`src/rtl/cnt_mon_pkg.sv`:
```
// ============================================================================
// Module   : cnt_mon_pkg
// Brief    : Shared types for the counter wrap monitor (FSM states, event kinds)
// Revision : 1.0 - initial release
// ============================================================================
`default_nettype none

package cnt_mon_pkg;

  // Monitor FSM states
  typedef enum logic [1:0] {
    S_INIT  = 2'd0,
    S_TRACK = 2'd1,
    S_FAULT = 2'd2
  } mon_state_e;

  // Kinds of event presented through the slot
  typedef enum logic [1:0] {
    EVT_NONE    = 2'd0,
    EVT_WRAP_UP = 2'd1,
    EVT_WRAP_DN = 2'd2,
    EVT_JUMP    = 2'd3
  } evt_kind_e;

endpackage : cnt_mon_pkg

`default_nettype wire

```
`src/rtl/cnt_evt_slot.sv`:
```
// ============================================================================
// Module   : cnt_evt_slot
// Brief    : One-entry valid/ack event holding register with sticky overflow.
//            A new event is accepted when the slot is empty or being acked in
//            the same cycle; otherwise it is dropped and overflow is flagged.
// Revision : 1.0 - initial release
// ============================================================================
`default_nettype none

module cnt_evt_slot
  import cnt_mon_pkg::*;
(
  input  logic      clk,
  input  logic      rst,
  input  logic      i_clr,
  input  logic      i_evt,
  input  evt_kind_e i_kind,
  input  logic      i_ack,
  output logic      o_valid,
  output evt_kind_e o_kind,
  output logic      o_ovf
);

  logic      r_valid;
  evt_kind_e r_kind;
  logic      r_ovf;

  // Slot occupancy, held kind and sticky overflow flag
  always_ff @(posedge clk or posedge rst) begin
    if (rst) begin
      r_valid <= 1'b0;
      r_kind  <= EVT_NONE;
      r_ovf   <= 1'b0;
    end else if (i_clr) begin
      r_valid <= 1'b0;
      r_kind  <= EVT_NONE;
      r_ovf   <= 1'b0;
    end else if (i_evt) begin
      if (!r_valid || i_ack) begin
        r_valid <= 1'b1;
        r_kind  <= i_kind;
      end else begin
        r_ovf   <= 1'b1;
      end
    end else if (r_valid && i_ack) begin
      r_valid <= 1'b0;
      r_kind  <= EVT_NONE;
    end
  end

  assign o_valid = r_valid;
  assign o_kind  = r_kind;
  assign o_ovf   = r_ovf;

endmodule : cnt_evt_slot

`default_nettype wire

```
`src/rtl/cnt_wrap_monitor.sv`:
```
// ============================================================================
// Module   : cnt_wrap_monitor
// Brief    : Watches a CNT_W-bit up/down counter, reports wrap-arounds and
//            illegal jumps through a one-entry valid/ack slot and keeps a
//            saturating wrap tally.
//            Optional feature macro: CNT_MON_HIST_EN (min/max count history).
// Revision : 1.0 - initial release
// ============================================================================
`default_nettype none

module cnt_wrap_monitor
  import cnt_mon_pkg::*;
#(
  parameter int CNT_W   = 4,
  parameter int WRAPS_W = 8
) (
  input  logic               cnt_clk,
  input  logic               cnt_rst,
  input  logic               mon_clr,
  input  logic               cnt_dir,
  input  logic [CNT_W-1:0]   count_in,
  input  logic               evt_ack,
  output logic               evt_valid,
  output logic [1:0]         evt_kind,
  output logic               evt_ovf,
  output logic [WRAPS_W-1:0] wrap_cnt,
  output logic               err,
  output logic [CNT_W-1:0]   min_seen,
  output logic [CNT_W-1:0]   max_seen
);

  localparam logic [CNT_W-1:0]   c_cnt_max  = '1;
  localparam logic [CNT_W-1:0]   c_cnt_one  = CNT_W'(1);
  localparam logic [WRAPS_W-1:0] c_wrap_max = '1;
  localparam logic [WRAPS_W-1:0] c_wrap_one = WRAPS_W'(1);

  mon_state_e         r_state;
  logic [CNT_W-1:0]   r_prev;
  logic [WRAPS_W-1:0] r_wrap;
  logic               r_err;

  logic [CNT_W-1:0]   w_d;
  logic               w_track;
  logic               w_wrap_up;
  logic               w_wrap_dn;
  logic               w_legal;
  logic               w_jump;
  logic               w_evt;
  evt_kind_e          w_kind;
  evt_kind_e          w_slot_kind;

  // Step classification; a wrap whose direction disagrees is still a legal +/-1 step
  assign w_d       = count_in - r_prev;
  assign w_track   = (r_state == S_TRACK);
  assign w_legal   = (w_d == '0) || (w_d == c_cnt_one) || (w_d == c_cnt_max);
  assign w_wrap_up = w_track && (r_prev == c_cnt_max) && (count_in == '0) && cnt_dir;
  assign w_wrap_dn = w_track && (r_prev == '0) && (count_in == c_cnt_max) && !cnt_dir;
  assign w_jump    = w_track && !w_legal;
  assign w_evt     = w_wrap_up || w_wrap_dn || w_jump;

  // Encode the kind of the event detected this cycle
  always_comb begin
    w_kind = EVT_NONE;
    if (w_wrap_up)      w_kind = EVT_WRAP_UP;
    else if (w_wrap_dn) w_kind = EVT_WRAP_DN;
    else if (w_jump)    w_kind = EVT_JUMP;
  end

  // Monitor FSM: previous-sample tracking, fault latch and saturating wrap tally
  always_ff @(posedge cnt_clk or posedge cnt_rst) begin
    if (cnt_rst) begin
      r_state <= S_INIT;
      r_prev  <= '0;
      r_wrap  <= '0;
      r_err   <= 1'b0;
    end else if (mon_clr) begin
      r_state <= S_INIT;
      r_prev  <= '0;
      r_wrap  <= '0;
      r_err   <= 1'b0;
    end else begin
      case (r_state)
        S_INIT: begin
          r_prev  <= count_in;
          r_state <= S_TRACK;
        end
        S_TRACK: begin
          r_prev <= count_in;
          if (w_jump) begin
            r_state <= S_FAULT;
            r_err   <= 1'b1;
          end
          if ((w_wrap_up || w_wrap_dn) && (r_wrap != c_wrap_max)) begin
            r_wrap <= r_wrap + c_wrap_one;
          end
        end
        S_FAULT: begin
          r_prev <= count_in;
        end
        default: begin
          r_state <= S_INIT;
        end
      endcase
    end
  end

  cnt_evt_slot u_slot (
    .clk     (cnt_clk),
    .rst     (cnt_rst),
    .i_clr   (mon_clr),
    .i_evt   (w_evt),
    .i_kind  (w_kind),
    .i_ack   (evt_ack),
    .o_valid (evt_valid),
    .o_kind  (w_slot_kind),
    .o_ovf   (evt_ovf)
  );

  assign evt_kind = w_slot_kind;
  assign wrap_cnt = r_wrap;
  assign err      = r_err;

`ifdef CNT_MON_HIST_EN
  logic [CNT_W-1:0] r_min;
  logic [CNT_W-1:0] r_max;

  // Running min/max of the sampled count; the first sample seeds both
  always_ff @(posedge cnt_clk or posedge cnt_rst) begin
    if (cnt_rst) begin
      r_min <= c_cnt_max;
      r_max <= '0;
    end else if (mon_clr) begin
      r_min <= c_cnt_max;
      r_max <= '0;
    end else if (r_state == S_INIT) begin
      r_min <= count_in;
      r_max <= count_in;
    end else begin
      if (count_in < r_min) r_min <= count_in;
      if (count_in > r_max) r_max <= count_in;
    end
  end

  assign min_seen = r_min;
  assign max_seen = r_max;
`else
  assign min_seen = '0;
  assign max_seen = '0;
`endif

endmodule : cnt_wrap_monitor

`default_nettype wire

```
`config.mk`:
```
export PLATFORM = sky130hd
export DESIGN_NAME = cnt_wrap_monitor
export DESIGN_NICKNAME = d
export VERILOG_FILES = /design/src/rtl/cnt_mon_pkg.sv /design/src/rtl/cnt_evt_slot.sv /design/src/rtl/cnt_wrap_monitor.sv
export SDC_FILE = /design/constraint.sdc
export NUM_CORES = 1
export LEC_CHECK = 0
export BUFFER_PORTS_ARGS = -buffer_cell sky130_fd_sc_hd__buf_2
export CAP_MARGIN = 5
export CORE_MARGIN = 4
export CORE_UTILIZATION = 52
export DETAILED_ROUTE_END_ITERATION = 8
export GPL_ROUTABILITY_DRIVEN = 0
export GPL_TIMING_DRIVEN = 0
export MAX_ROUTING_LAYER = met4
export PLACE_DENSITY = 0.78
export SYNTH_ARGS = -nofsm -noshare
export SYNTH_HDL_FRONTEND = slang
export SYNTH_SLANG_ARGS = --single-unit
export TNS_END_PERCENT = 5
```
`constraint.sdc`:
```
create_clock -name cnt_clk -period 3.05 [get_ports cnt_clk]
set_input_delay 0.305 -clock cnt_clk [delete_from_list [all_inputs] [get_ports cnt_clk]]
set_output_delay 0.305 -clock cnt_clk [all_outputs]
set_load 0.005 [all_outputs]
```
Yosys cells after proc, flatten, opt, wreduce, memory -nomap -nowiden
Index checks and enable logic that the tools add are counted.
W data, S select, Z words.
{ "classes": {"n_addsub": 2, "eq_ne": 11, "n_mux": 25, "reduce_logical": 33} }
{ "ops": {"columns": ["cell", "n"], "rows": [
  ["$mux W8", 3],
  ["$mux W2", 9],
  ["$eq A4 B4 Y1 const B", 3],
  ["$logic_not A4 Y1", 3],
  ["$mux W1", 10],
  ["$reduce_and A2 Y1", 5],
  ["$reduce_bool A2 Y1", 5],
  ["$logic_and A1 B1 Y1", 9],
  ["$add A8 B1 Y8 const B", 1],
  ["$mux W4", 2],
  ["$ne A8 B8 Y1 const B", 1],
  ["$pmux W2 S3", 1],
  ["$logic_or A1 B1 Y1", 5],
  ["$eq A4 B1 Y1 const B", 1],
  ["$ne A2 B2 Y1 const B", 2],
  ["$sub A4 B4 Y4", 1],
  ["$logic_not A1 Y1", 3],
  ["$ne A3 B2 Y1 const B", 1],
  ["$ne A3 B3 Y1 const B", 1],
  ["$reduce_bool A3 Y1", 1],
  ["$reduce_or A3 Y1", 1],
  ["$eq A2 B1 Y1 const B", 1],
  ["$eq A2 B2 Y1 const B", 1],
  ["$logic_not A2 Y1", 1]
]} }
{ "totals": {"register_bits": 19, "in_bits": 9, "output_inout_bits": 21, "elab_cells": 78} }

Longest topological paths before layout
Gate-level depths: netlist of run 1.
{ "logic_depth": {"word_depth": 12, "depth_mapped": 8, "depth_no_buf": 8} }

Cells and area by module
Synthesis of run 1 repeated with hierarchy kept, for this count alone.
{ "unflattened": {"cells_unflattened": 151, "hier_area_um2": 1320.0} }
{ "modules_own_cells": {"columns": ["mod", "instances", "cells_each", "area_each_um2", "seq_area_each_um2"], "rows": [
  ["cnt_wrap_monitor", 1, 132, 1122.3, 375.4],
  ["cnt_evt_slot", 1, 19, 197.7, 100.1]
]} }

Worst setup path after synthesis of run 1
OpenSTA, ideal clock, no wires.
{ "synth_timing": {"path_kind": "reg-to-reg", "start": "register r_state[1]", "end": "register r_wrap[5], in the netlist wrap_cnt[5]", "setup_time_ns": 0.127, "t_arrival_ns": 2.029, "required_time_ns": 2.923, "setup_slack_ns": 0.894, "stages_incl_launch_ff": 8, "path_buffers": 2, "period_less_slack_ns": 2.156, "cell_sequence": "dfrtp_1 > buf_2 > or2b_1 > or4_1 > buf_6 > a21oi_4 > nand4_1 > mux2_1"} }
{ "synth_between": {"elab_chain_cells": 8, "elab_cells_between_ends": 12, "classes_between": "eq/ne (1); reduce/logical (11)"} }
{ "synth_lines": {"columns": ["item", "line", "rtl"], "rows": [
  ["from (decl)", "cnt_wrap_monitor.sv:37", "mon_state_e r_state;"],
  ["from (signal assigned)", "cnt_wrap_monitor.sv:72", "r_state <= S_INIT;"],
  ["from (signal assigned)", "cnt_wrap_monitor.sv:77", "r_state <= S_INIT;"],
  ["from (signal assigned)", "cnt_wrap_monitor.sv:85", "r_state <= S_TRACK;"],
  ["$eq A2 B1 Y1 *", "cnt_wrap_monitor.sv:54, cnt_wrap_monitor.sv:82", null],
  ["$logic_and A1 B1 Y1, on equally long branches (3 in series)", "cnt_wrap_monitor.sv:56, cnt_wrap_monitor.sv:57", null],
  ["$logic_or A1 B1 Y1", "cnt_wrap_monitor.sv:93", "if ((w_wrap_up || w_wrap_dn) && (r_wrap != c_wrap_max)) begin"],
  ["$logic_and A1 B1 Y1", "cnt_wrap_monitor.sv:93", null],
  ["$reduce_bool A2 Y1 (no source line)", null, null],
  ["$reduce_and A2 Y1 (no source line) *", null, null],
  ["to (signal assigned)", "cnt_wrap_monitor.sv:94", "r_wrap <= r_wrap + c_wrap_one;"],
  ["to (decl)", "cnt_wrap_monitor.sv:39", "logic [WRAPS_W-1:0] r_wrap;"]
]} }
Mark *: on every way between the ends. The rest lies on a longest branch, timed or not.
A chain may end at the register's enable or synchronous reset.

Worst setup path in the final report of run 1
{ "layout_timing": {"start": "register r_prev[0]", "end": "register r_state[0]"} }
{ "layout_between": {"elab_chain_cells": 8, "elab_cells_between_ends": 10, "classes_between": "add/sub (1); eq/ne (3); reduce/logical (6)"} }
{ "layout_lines": {"columns": ["item", "line", "rtl"], "rows": [
  ["from (decl)", "cnt_wrap_monitor.sv:38", "logic [CNT_W-1:0] r_prev;"],
  ["from (signal assigned)", "cnt_wrap_monitor.sv:84", "r_prev <= count_in;"],
  ["from (signal assigned)", "cnt_wrap_monitor.sv:88", "r_prev <= count_in;"],
  ["from (signal assigned)", "cnt_wrap_monitor.sv:98", "r_prev <= count_in;"],
  ["$sub A4 B4 Y4 *", "cnt_wrap_monitor.sv:53", "assign w_d = count_in - r_prev;"],
  ["$eq A4 B1 Y1 / $logic_not A4 Y1 (equally long branches)", "cnt_wrap_monitor.sv:55", "assign w_legal = (w_d == '0) || (w_d == c_cnt_one) || (w_d == c_cnt_max);"],
  ["$logic_or A1 B1 Y1", "cnt_wrap_monitor.sv:55", null],
  ["$logic_or A1 B1 Y1 *", "cnt_wrap_monitor.sv:55", null],
  ["$logic_not A1 Y1 *", "cnt_wrap_monitor.sv:58", "assign w_jump = w_track && !w_legal;"],
  ["$logic_and A1 B1 Y1 *", "cnt_wrap_monitor.sv:58", null],
  ["$ne A3 B2 Y1 (no source line) *", null, null],
  ["$reduce_and A2 Y1 (no source line) *", null, null]
]} }
Marks and branches as above.

==> summary.md, run 1 <==
| Metric | Value |
|---|---|
| CTS Buf Count | 3 |
| Async SR Flop Fraction | 100% |
| H-tree depth | 1 |
| Gate power share | 33.0% |
| Hold bufs inserted after CTS | 0 |
| Antenna fix cells | 0 |
| Post-synthesis sequential area ratio | 39.6% |
| Max cap viols | 0 |
| Cell variety after synth | 41 |
| Tightest Pin Transition | 739 ps |
| P_sw | 0.230 mW |
| Multi-input gate area | 638 sq um |
| Total GRT Usage | 17.3% |
| Die width | 56.1 microns |
| Met3 Usage GRT | 4.87% |
| DRT antenna net count | 0 |
| Crit. End Element | flip-flop |
| Num rows | 17 |
| First-pass GRT wire length | 4240 microns |
| IO Port Bufs | 21 |
| Startpoint Class | flip-flop |
| GRT Residual Overflow | 0 |
| R2r worst-path depth | 7 |
| Vias in the first global route | 988 |
| Antenna violations before repair | 0 |
| Dpl hpwl | 1920 microns |
| RSZ-0062 raised after global routing | no |
| Initial Util | 54.3% |
| Clock Latency Late Sink | 300 ps |
| Final Worst Setup Slack | 733 ps |
| Worst min-delay path class | in -> async |
| Final Critical Period | 2320 ps |
| Dpl cell area | 1370 sq um |
| Pleak | 0.709 nW |
| Post-Route WL | 2570 microns |
| Crit Path Max Fanout | 7 |
| Final core utilization | 63.0% |
| Die area | 3140 sq um |
| DR WL/cell | 13.5 microns |
| Critical Path RT | 3270 ps |
| Router iterations before antenna repair | 4 |
| Largest net degree at the start of global routing | 20 |
| Sink Count | 19 |
| Cell Int Power | 0.443 mW |
| Endpoints failing setup | 0 |
| Top cells by area, synth | dfrtp_1 40%, buf_4 5.0%, a21oi_1 4.6% |
| Synth warn | 0 |
| # Post-CTS Setup Buffers | 0 |
| Reg clk slew, reported paths | 110 ps |
| Final setup TNS | 0 ps |
| Synth Instances | 131 |
| Boundary Pins | 30 |
| Mean Syn Cell Area | 9.17 sq um |
| Post-synth top area share | 39.6% |
| Met2 Use GR | 29.2% |
| Initial drt markers | 32 |
| DRC | 0 |
| Crit path kind | reg -> reg |
| Met1 GRT Util | 20.6% |
| Final Instance Area | 1390 sq um |
| Final hold vios | 0 |
| Synth area leader | dfrtp_1 |
| Root buffer cell | clkbuf_4 |
| Cts repair resizes | 0 |
| Post-DR vias/cell | 5.26 |
| Buffer levels on the longest clock path | 2 |
| Worst EP arrival | 2530 ps |
| CTS tree | yes |
| Pwr dens | 483 nW/um^2 |
| Busiest grt layer | met2 |
| Skew final | 8.78 ps |
| Max Clk Rate | 432 MHz |
| Fraction of layout cells with a size suffix above 1 | 23.3% |
| Sw frac | 34.2% |
| Cell Area, Synth | 1200 sq um |
| Max-slew headroom | 50.7% |
| Final period util | 76.0% |
| Top_reg_cell synth | dfrtp_1 |
| Nets | 178 |
| Final hold slack | 111 ps |
| Post-synth EDFFs | 0 |
| Status | finished, final reports clean |
| Pins Over Slew Limit | 0 |
| Pre-CTS setup slack | 674 ps |
| Max VDD drop | 0.491 mV |
| Fillers | 201 |
| #FFs+latches synth | 19 |
| Seq. cell area | 475 sq um |
| Clk network pwr share | 18.8% |
| P&R area growth vs syn | 16.0% |
| Vias | 1005 |
| Sequential power share | 48.3% |
| Core box area | 2210 sq um |
| Die Height | 56.1 microns |
synth_stat cells (2+ instances only):
cell type,number
mux2_1,2
buf_4,8
nand2b_1,2
o211ai_1,2
nand3_1,7
xnor2_1,4
inv_1,6
nand2_1,11
a21oi_1,11
a211oi_1,5
nor2_1,14
mux2i_1,2
nor2b_1,4
buf_6,2
nand4_1,3
dfrtp_1,19
ha_1,4
or2b_1,2
power groups by stage:
stage	clock, mW	sequential [mW]	combinational (mW)
6_report	0.126	0.325	0.222
5_1_grt	0.143	0.332	0.247
4_1_cts	0.131	0.324	0.222
3_5_place_dp	0	0.329	0.221
3_3_place_gp	0	0.327	0.207
2_1_floorplan	0	0.327	0.151
state kept, by name, indices dropped and copies added (netlist names):
| register | flops |
|---|---|
| wrap_cnt | 8 |
| r_prev | 4 |
| r_state | 2 |
| u_slot.o_kind | 2 |
| err | 1 |
| u_slot.o_ovf | 1 |
| u_slot.o_valid | 1 |
through the flow:
stage / total power, mW / instances
after floorplan: 0.477 / 138
after global placement: 0.534 / 187
after detailed placement: 0.550 / 187
after CTS: 0.677 / 191
after global routing: 0.722 / 191
final: 0.673 / 191
path summary, 6_finish.rpt:
check | from | to | slack [ps]
min in group cnt_clk | count_in[0] | r_prev[0] | 270
worst min register to register | err | err | 530
max in group asynchronous | cnt_rst | wrap_cnt[2] | 2470
worst min-delay path | cnt_rst | u_slot.o_valid | 110
worst max register to register | r_prev[0] | r_state[0] | 730
worst max-delay path | r_prev[0] | r_state[0] | 730
layout by cell type, fill, tap and decap left out, types with 2 or more instances in the layout:
| cell | n |
|---|---|
| xnor2_1 | 4 |
| mux2_1 | 2 |
| nand2b_1 | 2 |
| nand3_1 | 7 |
| ha_1 | 4 |
| or2b_1 | 2 |
| buf_4 | 8 |
| nor2_1 | 14 |
| conb_1 | 8 |
| clkbuf_4 | 3 |
| buf_2 | 22 |
| nor2b_1 | 4 |
| a211oi_1 | 5 |
| nand4_1 | 3 |
| nand2_1 | 11 |
| buf_6 | 2 |
| a21oi_1 | 11 |
| inv_1 | 6 |
| mux2i_1 | 2 |
| clkbuf_1 | 2 |
| dfrtp_1 | 19 |
| o211ai_1 | 2 |
kinds of logic (layout without fill, tap and decap cells):
family          count (synthesis)  in the layout  share of synthesized area [%]
other cells                     1              8                          0.312
buf+inv                        18             43                           9.48
fa+ha+maj                       5              5                           5.83
xor+xnor                        5              5                           3.65
simple gates                   54             54                           23.9
compound gates                 25             25                           13.8
mux                             4              4                           3.54
flops                          19             19                           39.6
area by class of cell:
type	instances	area share, %
multi-input combinational	101	45.8
sequential	19	34.1
timing repair buffer	21	7.54
buffer	12	6.55
tap	28	2.51
clock buffer	4	1.89
inverter	6	1.62
per-layer routing:
layer  vias to the layer above  part of all wire (%)  routed length [microns]
li1                        503                     -                        -
met4                         0                  0.54                       14
met2                        24                    51                     1320
met1                       476                    43                     1100
met3                         2                   4.9                      127
met5                         -                     0                        0
critical path, cell delays in order (launching register included):
cell and delay (ps):
dfrtp_1 430, ha_1 220, fa_1 390, xor2_1 200, nor3_1 170, nor2_1 70
mux2i_1 520, nor3b_1 250
Note: power is estimated with default switching activity, not from simulation.
==> run 2, diff against run 1 <==
- ABC_AREA: default -> 1
- CORE_UTILIZATION: 52 -> 48
- PLACE_DENSITY: 0.78 -> 0.75
- clock period: 3.05 -> 2 ns (I/O delays scaled with it)
==> run 2 against run 1 <==
  * The run now ends with negative setup slack left
  * Combinational power up 36%
  * Final cell count up 30%
  * Design area up 16%
  * Register-to-register slack worse by 740 ps
  * Synthesized area up 14%
  * Die area up 20%
  * Count of clock-buffer cells in the layout down 1
  * Sequential power up 36%
  * Setup slack worse by 740 ps
  * Critical path type unchanged
==> summary.md, run 2 <==
| Metric | Value |
|---|---|
| Status | finished with violations |
| Failing checks | negative setup slack |
| Startpoint Class | flip-flop |
| Pre-CTS setup slack | -176 ps (-850 ps) |
| Final Critical Period | 2010 ps (-312 ps) |
| DRC | 0 (unchanged) |
| DRT antenna net count | 0 (unchanged) |
| Largest net degree at the start of global routing | 20 (unchanged) |
| Metal-1 WL | 1400 microns (+27%) |
| Critical Path RT | 2210 ps (-1060 ps) |
| Max-slew headroom | 48.8% (-1.9 points) |
| Fillers | 270 (+34%) |
| Tightest Pin Transition | 767 ps (+27.8 ps) |
| Most frequent cells after synthesis | 32 x nand2_1, 25 x inv_1, 20 x nand3_1 |
| Cell Int Power | 0.616 mW (+39%) |
| Met2 WL | 1190 microns (-9.8%) |
| CP Depth | 9 (+2) |
| Post-Route WL | 2810 microns (+9.2%) |
| Buffer levels on the longest clock path | 2 (unchanged) |
| Total GRT Usage | 17.9% (+0.52 points) |
| Sink Count | 19 (unchanged) |
| Crit. End Element | flip-flop |
| RSZ-0062 raised after global routing | yes |
| Post-synthesis sequential area ratio | 34.9% (-4.7 points) |
| Clk network pwr share | 21.5% (+2.7 points) |
| Die width | 61.3 microns (+9.4%) |
| # placed instances | 242 (+29%) |
| Slowest Stage Delay on Critical Path | 460 ps (-60 ps) |
| Mean Syn Cell Area | 7.45 sq um (-19%) |
| Synth Instances | 183 (+40%) |
| Worst flop-to-flop path startpoint | r_prev[0] |
| Pins Over Slew Limit | 0 (unchanged) |
| Commonest non-fill, non-tap cells in the layout | 32 x nand2_1, 25 x inv_1, 23 x buf_2 |
| Final Worst Setup Slack | -5.09 ps (-738 ps) |
| P_sw | 0.332 mW (+44%) |
| P&R area growth vs syn | 18.5% |
| Boundary Pins | 30 (unchanged) |
| Async SR Flop Fraction | 100% (unchanged) |
| Hold bufs inserted after CTS | 0 (unchanged) |
| Pleak | 0.865 nW (+22%) |
| Top cells by area, synth | dfrtp_1 35%, nand2_1 8.8%, nand3_1 7.3% |
| Post-synth EDFFs | 0 (unchanged) |
| Cell Area, Synth | 1360 sq um (+14%) |
| Top_reg_cell synth | dfrtp_1 |
| GRT Residual Overflow | 0 (unchanged) |
| Post-DR vias/cell | 5.06 (-3.9%) |
| Final period util | 100% (+24 points) |
| CTS Buf Count | 3 (unchanged) |
| Final Instance Area | 1620 sq um (+16%) |
| Uppermost layer routed | met4 |
| CP max stage cell | fa_1 |
| Max cap viols | 0 (unchanged) |
| Vias | 1259 (+25%) |
| Vias in the first global route | 1067 (+8.0%) |
| Synth area leader | dfrtp_1 |
| Num rows | 19 (+2) |
| Sw frac | 35.1% (+0.85 points) |
| Clock Latency Late Sink | 310 ps (about the same) |
| Final hold vios | 0 (unchanged) |
| Die area | 3760 sq um (+20%) |
| CP top delay family | adder cells |
| Finished Layout Cells | 249 (+30%) |
| R2r worst-path depth | 9 (+2) |
| Cell variety after synth | 30 (-27%) |
| Core box area | 2730 sq um (+24%) |
| Most common cell after layout, fill and taps aside | nand2_1 |
| Dpl hpwl | 2130 microns (+11%) |
| Crit path kind | reg -> reg |
| Endpoints failing setup | 1 (+1) |
| Met3 Wirelength | 179 microns (+41%) |
| Crit path buf inv count | 1 (+1) |
| Root buffer cell | clkbuf_4 |
| Gate power share | 31.8% (-1.2 points) |
| Skew final | 2.99 ps (-5.79 ps) |
| Final core utilization | 59.1% (-3.9 points) |
| Antenna violations before repair | 0 (unchanged) |
| Fraction of layout cells with a size suffix above 1 | 28.9% (+5.6 points) |
| Initial Util | 49.9% (-4.4 points) |
| Nets | 233 (+31%) |
| Final hold slack | 7.96 ps (-103 ps) |
| Reg clk slew, reported paths | 120 ps (about the same) |
| Sequential power share | 46.7% (-1.6 points) |
| Max FFs per register | 8 (unchanged) |
| Router iterations before antenna repair | 4 (unchanged) |
| Max VDD drop | 0.416 mV (-15%) |
| Pwr dens | 587 nW/um^2 (+22%) |
| CTS tree | yes |
| Worst EP arrival | 2210 ps (-320 ps) |
| #FFs+latches synth | 19 (unchanged) |
| Max Clk Rate | 499 MHz (+16%) |
| DR WL/cell | 11.3 microns (-16%) |
| IO Port Bufs | 21 (unchanged) |
| Post-synth top area share | 34.9% (-4.7 points) |
| Worst path cell trace | ha_4, fa_1, or2_4, nor2_4, nand3_2, nand3_4, nand2_4, o21ai_0, inv_1 |
| Worst min-delay path class | in -> async |
| CP Launch Point | r_prev[0] |
| Initial drt markers | 56 (+75%) |
| Antenna fix cells | 0 (unchanged) |
| Die Height | 61.3 microns (+9.4%) |
| Most numerous cell in the Yosys netlist | nand2_1 |
| Dpl cell area | 1540 sq um (+13%) |
| Synth warn | 0 (unchanged) |
| First-pass GRT wire length | 4890 microns (+15%) |
| Crit Path Max Fanout | 5 (-2) |
| H-tree depth | 1 (unchanged) |
==> run 2: cell types whose count changed after synthesis, sizes merged, moves of 4 or more <==
cell / before / now
a211oi: 5 / 0
a21oi: 12 / 7
inv: 6 / 28
nand2: 11 / 41
nand3: 7 / 24
nand4: 3 / 7
nor2b: 4 / 0
nor3: 1 / 10
o21ai: 1 / 8
==> run 2: kinds of logic (layout without fill, tap and decap cells) <==
logic type	Yosys count	after routing	share of synthesized area [%]
and+or+nand+nor	99	99	38.0
buffers and inverters	38	66	12.8
DFF	19	19	34.9
AOI/OAI and AO/OA	18	18	6.97
adders and majority gates	5	5	5.14
xor gates and xnor gates	3	3	1.93
other	1	8	0.275
==> run 2: final timing paths <==
kind / endpoint / slack (ps)
worst max-delay path: u_slot.o_valid / -5
worst min-delay path: wrap_cnt[0] / 8
worst max register to register: u_slot.o_valid / -5
worst min register to register: u_slot.o_ovf / 510
max in group asynchronous: r_prev[2] / 1510
min in group cnt_clk: err / 130
==> run 2: area by class of cell <==
class                      instances  area, sq um  area share, %
sequential                        19          475           29.4
clock inverter                     1         5.00          0.310
clock buffer                       3         22.5           1.39
inverter                          28          105           6.50
tap                               31         38.8           2.40
multi-input combinational        133          772           47.8
buffer                            10         70.1           4.33
timing repair buffer              24          128           7.89
==> run 2: through the flow <==
step,setup TNS [ps],power (mW)
global route,-430,1.02
global placement,-551,0.713
floorplan,0,0.643
finish,-5.09,0.948
CTS,-12.7,0.948
detailed placement,-615,0.716
==> run 2: per-layer routing <==
metal  global-route usage (%)  vias to the layer above
met5                        -                        -
met3                     3.98                        5
met4                     4.64                        0
met1                     26.2                      562
met2                     24.6                       34
li1                         -                      658
==> run 2: repair_timing <==
item | CTS | global route
cloned | 0 | 0
buffers inserted | 3 | 0
resized for setup | 4 | 2
setup endpoints to repair | 4 | 6
pin swaps | 2 | 1
hold endpoints to repair | 0 | 0
==> run 2: power by group through the flow <==
stage	Clock, mW	Combinational, mW	Sequential, mW
after floorplan	0	0.193	0.450
after global placement	0	0.262	0.451
after detailed placement	0	0.265	0.451
after CTS	0.208	0.298	0.443
after global routing	0.223	0.347	0.448
final	0.204	0.302	0.443
==> run 3, diff against run 2 <==
- MAX_ROUTING_LAYER: met4 -> default
==> run 3 against run 2 <==
  * The flow still finishes with violations (negative setup slack)
  * Die area did not move
  * Total power barely moved
  * Core utilization did not move
  * Final cell count did not move
==> summary.md, run 3 (synthesis gave the netlist of run 2 again) <==
| Metric | Value |
|---|---|
| Router iterations before antenna repair | 5 (+1) |
| Dpl hpwl | 2130 microns (unchanged) |
| Boundary Pins | 30 (unchanged) |
| Pre-CTS setup slack | -176 ps (unchanged) |
| Antenna fix cells | 0 (unchanged) |
| Fraction of layout cells with a size suffix above 1 | 28.9% (unchanged) |
| IO Port Bufs | 21 (unchanged) |
| RSZ-0062 raised after global routing | yes |
| Max Clk Rate | 499 MHz (about the same) |
| Critical Path RT | 2210 ps (about the same) |
| Final Worst Setup Slack | -3.70 ps (+1.39 ps) |
| CP Depth | 9 (unchanged) |
| Status | finished with violations |
| Tightest Pin Transition | 758 ps (-9.31 ps) |
| Crit. End Element | flip-flop |
| Die area | 3760 sq um (unchanged) |
| Initial Util | 49.9% (unchanged) |
| CP max stage cell | fa_1 |
| Skew final | 1.44 ps (-1.55 ps) |
| Vias in the first global route | 1070 (+0.28%) |
| Root buffer cell | clkbuf_4 |
| Die Height | 61.3 microns (unchanged) |
| Crit Path Max Fanout | 5 (unchanged) |
| Vias | 1271 (+0.95%) |
| First-pass GRT wire length | 4860 microns (-0.43%) |
| Failing checks | negative setup slack |
| Crit path buf inv count | 1 (unchanged) |
| Nets | 233 (unchanged) |
| Pleak | 0.865 nW (unchanged) |
| Core box area | 2730 sq um (unchanged) |
| Commonest non-fill, non-tap cells in the layout | 32 x nand2_1, 25 x inv_1, 23 x buf_2 |
| Sink Count | 19 (unchanged) |
| Final period util | 100% (about the same) |
| Post-DR vias/cell | 5.10 (+0.95%) |
| Num rows | 19 (unchanged) |
| Crit path kind | reg -> reg |
| Pwr dens | 587 nW/um^2 (about the same) |
| Final hold slack | 4.28 ps (-3.68 ps) |
| Worst EP arrival | 2210 ps (about the same) |
| Clock Latency Late Sink | 310 ps (about the same) |
| Final Critical Period | 2000 ps (-1.39 ps) |
| Max FFs per register | 8 (unchanged) |
| DR WL/cell | 11.2 microns (-0.36%) |
| Tot Pwr | 0.949 mW (about the same) |
| CP top delay family | adder cells |
| DRC | 0 (unchanged) |
| Endpoints failing setup | 1 (unchanged) |
| Startpoint Class | flip-flop |
| R2r worst-path depth | 9 (unchanged) |
| Worst path cell trace | ha_4, fa_1, or2_4, nor2_4, nand3_2, nand3_4, nand2_4, o21ai_0, inv_1 |
| Die width | 61.3 microns (unchanged) |
| Worst min-delay path class | in -> async |
| Most common cell after layout, fill and taps aside | nand2_1 |
| Buffer levels on the longest clock path | 2 (unchanged) |
| P&R area growth vs syn | 18.5% (unchanged) |
| Seq. cell area | 475 sq um (unchanged) |
| Final hold vios | 0 (unchanged) |
| Antenna violations before repair | 0 (unchanged) |
| Fillers | 270 (unchanged) |
| H-tree depth | 1 (unchanged) |
| Largest net degree at the start of global routing | 20 (unchanged) |
| CTS Buf Count | 3 (unchanged) |
| CTS tree | yes |
| Max cap viols | 0 (unchanged) |
| Post-Route WL | 2800 microns (-0.36%) |
| DRT antenna net count | 0 (unchanged) |
| Initial drt markers | 56 (unchanged) |
| Final setup TNS | -3.70 ps (+1.39 ps) |
| Multi-input gate area | 772 sq um (unchanged) |
| GRT Residual Overflow | 0 (unchanged) |
| Pins Over Slew Limit | 0 (unchanged) |
| Max-slew headroom | 49.4% (+0.62 points) |
| Max VDD drop | 0.419 mV (+0.71%) |
| Slowest Stage Delay on Critical Path | 460 ps (about the same) |
| Total GRT Usage | 17.3% (-0.59 points) |
| Reg clk slew, reported paths | 120 ps (about the same) |
run 3: cell counts in the layout (fill, tap and decap cells not counted):
No cell type changed its count.
run 3: area by class of cell:
type	count	share of cell area, %
Buffer	10	4.33
Clock buffer	3	1.39
Clock inverter	1	0.310
Inverter	28	6.50
Multi-Input combinational cell	133	47.8
Sequential cell	19	29.4
Tap cell	31	2.40
Timing Repair Buffer	24	7.89
run 3: metal layers:
layer | global-route usage [%] | routed length (microns) | vias to the layer above
met5 | 0 | 0 | -
met3 | 3.98 | 213 | 5
met2 | 24.6 | 1230 | 42
met4 | 4.64 | 31 | 0
li1 | - | - | 657
met1 | 26.1 | 1320 | 567
run 3: power by group:
group	total [mW]	leakage (nW)	switching (mW)	internal [mW]
clock network	0.205	0.0177	0.131	0.0747
registers	0.442	0.257	0.0243	0.418
logic	0.301	0.591	0.178	0.123
run 3: path summary, 6_finish.rpt:
check | start | end | slack (ps)
worst max-delay path | r_prev[0] | u_slot.o_valid | -4
worst min-delay path | cnt_rst | u_slot.o_valid | 4
worst max register to register | r_prev[0] | u_slot.o_valid | -4
worst min register to register | u_slot.o_ovf | u_slot.o_ovf | 510
max in group asynchronous | cnt_rst | r_prev[2] | 1520
min in group cnt_clk | mon_clr | err | 130
run 3: metrics by stage:
step / cell area [sq um] / std cells / util [%]
3_5_place_dp: 1540 / 242 / 56.3
5_1_grt: 1620 / 249 / 59.1
2_1_floorplan: 1400 / 190 / -
6_report: 1620 / 249 / 59.1
3_3_place_gp: 1540 / 242 / 56.3
4_1_cts: 1610 / 249 / 58.8
run 3: worst register-to-register path, cell delays in order, from the launching register on:
cell and delay [ps]:
dfrtp_1 430, ha_4 180, fa_1 460, or2_4 260, nor2_4 80, nand3_2 90
nand3_4 110, nand2_4 70, o21ai_0 170, inv_1 60
run 3: what timing repair did:
| item | 4_1_cts | 5_1_grt |
|---|---|---|
| setup buffers | 3 | 0 |
| hold buffers | 0 | 0 |
| pin swaps | 2 | 1 |
| setup endpoints to repair | 4 | 6 |
| gates resized for setup | 4 | 2 |
